`src/rtl/jk_bank_pkg.sv`:
```
// Shared types and the per-cell JK update rule for the JK bank arbiter.
package jk_bank_pkg;

    typedef enum logic [1:0] {
        JK_HOLD = 2'b00,
        JK_SET  = 2'b01,
        JK_CLR  = 2'b10,
        JK_TGL  = 2'b11
    } jk_op_t;

    typedef enum logic [1:0] {
        IDLE,
        APPLY,
        DONE
    } state_t;

    function automatic logic jk_next(jk_op_t op, logic q);
        case (op)
            JK_HOLD: return q;
            JK_SET:  return 1'b1;
            JK_CLR:  return 1'b0;
            JK_TGL:  return ~q;
            default: return q;
        endcase
    endfunction

endpackage

```
`src/rtl/jk_bank_arbiter_if.sv`:
```
// Request bus of the JK bank arbiter: per-requester command fields plus one-hot ready.
interface jk_bank_arbiter_if #(
    parameter int unsigned W    = 8,
    parameter int unsigned NREQ = 4,
    parameter int unsigned CNTW = 4
);
    logic [NREQ-1:0]      req_valid;
    logic [2*NREQ-1:0]    req_op;
    logic [W*NREQ-1:0]    req_mask;
    logic [CNTW*NREQ-1:0] req_rpt;
    logic [NREQ-1:0]      req_lock;
    logic [NREQ-1:0]      req_ready;

    modport master (
        output req_valid, req_op, req_mask, req_rpt, req_lock,
        input  req_ready
    );

    modport slave (
        input  req_valid, req_op, req_mask, req_rpt, req_lock,
        output req_ready
    );
endinterface

```
`src/rtl/rr_arbiter.sv`:
```
// Combinational round-robin pick: first valid requester at or after ptr, wrapping.
module rr_arbiter #(
    parameter int unsigned NREQ = 4
) (
    input  logic [NREQ-1:0]         valid,
    input  logic [$clog2(NREQ)-1:0] ptr,
    output logic [NREQ-1:0]         grant,
    output logic [$clog2(NREQ)-1:0] idx,
    output logic                    any
);
    localparam int unsigned IDW = $clog2(NREQ);

    int unsigned cand;

    always_comb begin
        grant = '0;
        idx   = '0;
        any   = 1'b0;
        cand  = 0;
        for (int k = 0; k < NREQ; k++) begin
            cand = (32'(ptr) + 32'(k)) % NREQ;
            if (!any && valid[cand]) begin
                any         = 1'b1;
                grant[cand] = 1'b1;
                idx         = cand[IDW-1:0];
            end
        end
    end

endmodule

```
`src/rtl/jk_bank_arbiter.sv`:
```
// Round-robin shared JK cell bank; one command per grant, applied rpt+1 times.
// Optional keep-grant lock feature compiled in with macro JK_LOCK_EN.
module jk_bank_arbiter
    import jk_bank_pkg::*;
#(
    parameter int unsigned W    = 8,
    parameter int unsigned NREQ = 4,
    parameter int unsigned CNTW = 4
) (
    input  logic                    clk,
    input  logic                    rst_n,
    jk_bank_arbiter_if.slave        bus,
    output logic [W-1:0]            q,
    output logic                    busy,
    output logic                    done,
    output logic [$clog2(NREQ)-1:0] done_id
);
    localparam int unsigned IDW = $clog2(NREQ);

    state_t          state_q, state_d;
    logic [IDW-1:0]  ptr_q, ptr_d, id_q, id_d;
    jk_op_t          op_q, op_d;
    logic [W-1:0]    mask_q, mask_d, bank_q, bank_d;
    logic [CNTW-1:0] cnt_q, cnt_d;
    logic [NREQ-1:0] arb_valid, grant;
    logic [IDW-1:0]  win;
    logic            any;
    logic            adv;

`ifdef JK_LOCK_EN
    logic           lock_vld_q, lock_vld_d, cmd_lock_q, cmd_lock_d;
    logic [IDW-1:0] lock_owner_q, lock_owner_d;

    assign arb_valid = lock_vld_q ? (bus.req_valid & (NREQ'(1) << lock_owner_q)) : bus.req_valid;
`else
    logic unused_lock;
    assign unused_lock = ^bus.req_lock;
    assign arb_valid   = bus.req_valid;
`endif

    rr_arbiter #(.NREQ(NREQ)) u_rr (
        .valid (arb_valid),
        .ptr   (ptr_q),
        .grant (grant),
        .idx   (win),
        .any   (any)
    );

    always_comb begin
        state_d       = state_q;
        ptr_d         = ptr_q;
        id_d          = id_q;
        op_d          = op_q;
        mask_d        = mask_q;
        cnt_d         = cnt_q;
        bank_d        = bank_q;
        adv           = 1'b1;
        bus.req_ready = '0;
`ifdef JK_LOCK_EN
        lock_vld_d    = lock_vld_q;
        lock_owner_d  = lock_owner_q;
        cmd_lock_d    = cmd_lock_q;
`endif
        unique case (state_q)
            IDLE: begin
                if (any) begin
                    bus.req_ready = grant;
                    id_d          = win;
                    op_d          = jk_op_t'(bus.req_op[2*win +: 2]);
                    mask_d        = bus.req_mask[W*win +: W];
                    cnt_d         = bus.req_rpt[CNTW*win +: CNTW];
                    state_d       = APPLY;
`ifdef JK_LOCK_EN
                    cmd_lock_d = bus.req_lock[win];
                    if (bus.req_lock[win]) begin
                        lock_vld_d   = 1'b1;
                        lock_owner_d = win;
                    end
`endif
                end
            end
            APPLY: begin
                for (int b = 0; b < W; b++) begin
                    bank_d[b] = mask_q[b] ? jk_next(op_q, bank_q[b]) : bank_q[b];
                end
                if (cnt_q == '0) state_d = DONE;
                else             cnt_d   = cnt_q - 1'b1;
            end
            DONE: begin
                state_d = IDLE;
`ifdef JK_LOCK_EN
                // Owner's unlocked command releases the lock; otherwise ptr is frozen.
                if (lock_vld_q) begin
                    if (id_q == lock_owner_q && !cmd_lock_q) lock_vld_d = 1'b0;
                    else                                     adv        = 1'b0;
                end
`endif
                if (adv) ptr_d = (id_q == IDW'(NREQ - 1)) ? '0 : id_q + 1'b1;
            end
            default: state_d = IDLE;
        endcase
    end

    always_ff @(posedge clk or negedge rst_n) begin
        if (!rst_n) begin
            state_q <= IDLE;
            ptr_q   <= '0;
            id_q    <= '0;
            op_q    <= JK_HOLD;
            mask_q  <= '0;
            cnt_q   <= '0;
            bank_q  <= '0;
        end else begin
            state_q <= state_d;
            ptr_q   <= ptr_d;
            id_q    <= id_d;
            op_q    <= op_d;
            mask_q  <= mask_d;
            cnt_q   <= cnt_d;
            bank_q  <= bank_d;
        end
    end

`ifdef JK_LOCK_EN
    always_ff @(posedge clk or negedge rst_n) begin
        if (!rst_n) begin
            lock_vld_q   <= 1'b0;
            lock_owner_q <= '0;
            cmd_lock_q   <= 1'b0;
        end else begin
            lock_vld_q   <= lock_vld_d;
            lock_owner_q <= lock_owner_d;
            cmd_lock_q   <= cmd_lock_d;
        end
    end
`endif

    assign q       = bank_q;
    assign busy    = (state_q != IDLE);
    assign done    = (state_q == DONE);
    assign done_id = done ? id_q : '0;

endmodule

```
`src/flat_wrapper.sv`:
```
// flat-port wrapper written by rule: the top's interface ports become plain ports
module jk_bank_arbiter_flat import jk_bank_pkg::*;
#(
    parameter int unsigned W    = 8,
    parameter int unsigned NREQ = 4,
    parameter int unsigned CNTW = 4
)
  (clk, rst_n, q, busy, done, done_id, bus_req_valid, bus_req_op, bus_req_mask, bus_req_rpt, bus_req_lock, bus_req_ready);
  jk_bank_arbiter_if #(.W(W), .NREQ(NREQ), .CNTW(CNTW)) bus_i ();
  input  logic clk;
  input  logic rst_n;
  output logic [W-1:0] q;
  output logic busy;
  output logic done;
  output logic [$clog2(NREQ)-1:0] done_id;
  input wire logic [$bits(bus_i.req_valid)-1:0] bus_req_valid;
  input wire logic [$bits(bus_i.req_op)-1:0] bus_req_op;
  input wire logic [$bits(bus_i.req_mask)-1:0] bus_req_mask;
  input wire logic [$bits(bus_i.req_rpt)-1:0] bus_req_rpt;
  input wire logic [$bits(bus_i.req_lock)-1:0] bus_req_lock;
  output wire logic [$bits(bus_i.req_ready)-1:0] bus_req_ready;
  assign bus_i.req_valid = bus_req_valid;
  assign bus_i.req_op = bus_req_op;
  assign bus_i.req_mask = bus_req_mask;
  assign bus_i.req_rpt = bus_req_rpt;
  assign bus_i.req_lock = bus_req_lock;
  assign bus_req_ready = bus_i.req_ready;
  jk_bank_arbiter #(.W(W), .NREQ(NREQ), .CNTW(CNTW)) u_core (.clk(clk), .rst_n(rst_n), .bus(bus_i), .q(q), .busy(busy), .done(done), .done_id(done_id));
endmodule
```
`config.mk`:
```
export PLATFORM = sky130hd
export DESIGN_NAME = jk_bank_arbiter_flat
export DESIGN_NICKNAME = d
export VERILOG_FILES = /design/src/rtl/jk_bank_pkg.sv /design/src/rtl/jk_bank_arbiter_if.sv /design/src/rtl/rr_arbiter.sv /design/src/rtl/jk_bank_arbiter.sv /design/src/flat_wrapper.sv
export SDC_FILE = /design/constraint.sdc
export NUM_CORES = 1
export LEC_CHECK = 0
export ABC_AREA = 1
export CORE_MARGIN = 4
export CORE_UTILIZATION = 45
export DETAILED_ROUTE_END_ITERATION = 10
export PLACE_DENSITY = 0.84
export SLEW_MARGIN = 30
export SYNTH_ARGS = -nofsm -noshare
export SYNTH_HDL_FRONTEND = slang
export SYNTH_SLANG_ARGS = --single-unit
```
`constraint.sdc`:
```
create_clock -name clk -period 6.5 [get_ports clk]
set_clock_uncertainty 0.15 [all_clocks]
set_input_delay 1.3 -clock clk [delete_from_list [all_inputs] [get_ports clk]]
set_output_delay 1.3 -clock clk [all_outputs]
set_load 0.05 [all_outputs]
```
==> results.yml <==
setup_path:
  arrival_ns: 3.85
  critical_path_class: "primary input to primary output"
  cp-start-kind: "primary input"
  endpoint_kind: "primary output"
  required_ns: 5.05
  timing.rr.start: "u_core.ptr_q[0]"
  critical_path.startpoint: "bus_req_valid[1]"
  path_max_fanout: 6
place:
  dp_slack_ns: 1.241
  placed_area_sq_um: 3169
  gp_congestion: 0.8510
  portBuffers: 77
  dp_hpwl_um: 5006
  dp_cells: 484
timing:
  whs_ns: 0.3641
  fin_crit_ns: 5.302
  finalHoldViolCount: 0
  setup_ws_ns: 1.198
  rsz0062_at_grt: "false"
  slew_headroom_pct: 58.25
  setup_viol: 0
  fmax_ghz: 0.1886
  fin_setup_tns_ns: 0
  tightest_slew_ns: 0.6221
  slew_violations: 0
  min_period_over_period_pct: 81.57
floorplan:
  ios: 82
  die-area_sq_um: 6525
  die-width_um: 80.78
  fp-row-count: 26
  core_area_sq_um: 5107
  die-height_um: 80.78
  start_util_pct: 46.67
clock_network:
  h-tree-depth: 1
  clockRootBuffer: "clkbuf_8"
  cts_max_path_buffers: 2
  cts_buffers: 3
  cts.clk_slew.worst_paths_ns: 0.09
  worstSkewPairLatency_ns: 0.27
  cts_hold_buf: 0
  post_cts_resized: 0
  cts_tree: "built"
  postCtsSetupBuffers: 0
  clock-sinks: 28
pwr:
  power_density_nw_per_um2: 517.7
  power_mw: 1.669
  p_int_mw: 0.7258
  comb_power_share_pct: 73.4
  clkPwrFrac_pct: 6.4
  pwr-share-seq_pct: 20.3
  ir_drop_v: 0.0003752
  netSwitchingFraction_pct: 56.52
  p_switching_mw: 0.9434
  p_leak_nw: 1.587
synthesis:
  synthMuxAreaShare_pct: 0
  syn_area_sq_um: 2384
  synth.ff_latch_count: 28
  synth_fa_ha_area_share_pct: 5.249
  ys_seq_area_share_pct: 29.40
  synth_top_family_by_area: "simple AND/OR/NAND/NOR gates"
  yosys.area_share.simple_pct: 32.97
  synth_compound_area_share_pct: 17.80
  syn_inst: 346
  syn_nets: 422
  yosysWarnings: 0
  synth-xor-area-share_pct: 0.3675
  yosysUniqueCellTypes: 33
  post_synth.cell_area_avg_sq_um: 6.889
route:
  ant_nets: 0
  viasPerCell: 5.152
  drt-total-wl_um: 6465
  drc: 0
  first_pass_iters: 5
  routedWlPerCell_um: 13.25
  drtIter0Drc: 164
  via_count: 2514
global_route:
  use_met3_pct: 3.437
  grt_pass1_wl_um: 10470
  grtUsageMet2_pct: 36.26
  grt_pass1_vias: 2335
  antenna_found_initial: 0
  track_usage_pct: 20.01
  busiest_layer: "met2"
  grt_max_degree: 36
  grt-ovfl-total: 0
  grt_use_met1_pct: 24.29
min_path:
  min_path_type: "flop to flop"
  holdCritStartpoint: "u_core.mask_q[3]"
layout:
  areaGrowthSynthToFinish_pct: 35.28
  fin_cells: 488
  final_nets: 495
  insertedDiodeCount: 0
  final_util_pct: 63.13
  drive_above_1_share_pct: 6.699
  multi_input_area_sq_um: 1344
  seqCellArea_sq_um: 700.7
  fill_cells: 467
  stdcell_area_sq_um: 3224
status:
  outcome: "finished, final reports clean"
flow_run:
  maxCapViolations: 0
## flip-flops by register name, indices dropped and copies added (netlist names)
name	cells
u_core.mask_q	8
u_core.state_q	2
u_core.id_q	2
u_core.op_q	2
u_core.ptr_q	2
u_core.q	8
u_core.cnt_q	4
## per-layer routing
layer | vias to the layer above | wire (um)
li1 | 1264 | -
met1 | 1165 | 2708
met2 | 76 | 3229
met3 | 9 | 436
met4 | 0 | 91
met5 | - | 0
## Yosys cell counts (all sizes together)
cell	number	area [sq um]
buf	7	68.81
o22ai	2	12.51
nor3	4	20.02
nand3	40	210.2
nand4	3	33.78
nand2	84	355.3
ha	10	125.1
nor2	18	75.07
clkbuf	3	11.26
dfrtp	28	700.7
a2111o	6	67.56
nand3b	3	22.52
xnor2	1	8.760
a221o	2	20.02
o211ai	11	82.58
or2	11	68.82
o31ai	1	7.510
o21ai	26	130.1
inv	69	259.0
o21a	3	22.52
a21oi	14	81.33
## path summary, 6_finish.rpt
check	slack, ns	depth (start not counted)	to
worst max-delay path	1.20	15	bus_req_ready[0]
worst max register to register	3.00	11	u_core.op_q[0]
worst min-delay path	0.36	2	u_core.mask_q[3]
worst min register to register	0.36	2	u_core.mask_q[3]
max in group asynchronous	4.67	2	u_core.mask_q[6]
min in group asynchronous	1.25	2	u_core.mask_q[7]
## critical path: stages
cell and delay (ns):
clkdlybuf4s50_1 0.45, inv_1 0.11, nand2_2 0.07, nand3_2 0.12, nand2_4 0.09, nor2_4 0.17
inv_1 0.05, nor2_1 0.17, inv_1 0.08, o21ai_0 0.21, a21oi_1 0.06, o21ai_0 0.07
nand2_1 0.06, inv_1 0.05, clkdlybuf4s50_1 0.79
## cell usage in the layout (no fill, tap or decap), types with 2 or more instances in the layout
master / n
a2111o_1: 6
a21oi_1: 13
a221o_1: 2
clkbuf_8: 4
clkdlybuf4s50_1: 77
dfrtp_1: 28
ha_1: 10
inv_1: 63
inv_2: 6
nand2_1: 76
nand2_2: 4
nand2_4: 4
nand3_1: 38
nand3_2: 2
nand3b_1: 3
nand4_1: 2
nor2_1: 17
nor3_1: 4
o211ai_1: 11
o21a_1: 3
o21ai_0: 17
o21ai_1: 9
o22ai_1: 2
or2_1: 6
or2_2: 4
## power groups by stage
stage	sequential (mW)	clock (mW)	combinational (mW)
2_1_floorplan	0.391	0	0.918
3_3_place_gp	0.334	0	1.19
3_5_place_dp	0.341	0	1.22
4_1_cts	0.338	0.106	1.23
5_1_grt	0.348	0.117	1.37
6_report	0.339	0.106	1.22
## cell type report
class                   instances  share of cell area [%]
multi-input cells             239                   41.68
repair buffers                 78                   24.14
well taps                      70                   2.716
inverters                      69                   8.033
flip-flops and latches         28                   21.73
clock buffers                   4                   1.707
## logic make-up (layout without fill, tap and decap cells)
| group | Yosys count | count (layout) |
|---|---|---|
| AO/OA/AOI/OAI | 65 | 65 |
| adder cells (fa/ha/maj) | 10 | 10 |
| buffers and inverters | 79 | 151 |
| flip-flops | 28 | 28 |
| AND/OR/NAND/NOR | 163 | 163 |
| XOR/XNOR | 1 | 1 |
No activity file was read; power rests on OpenSTA's default activity.
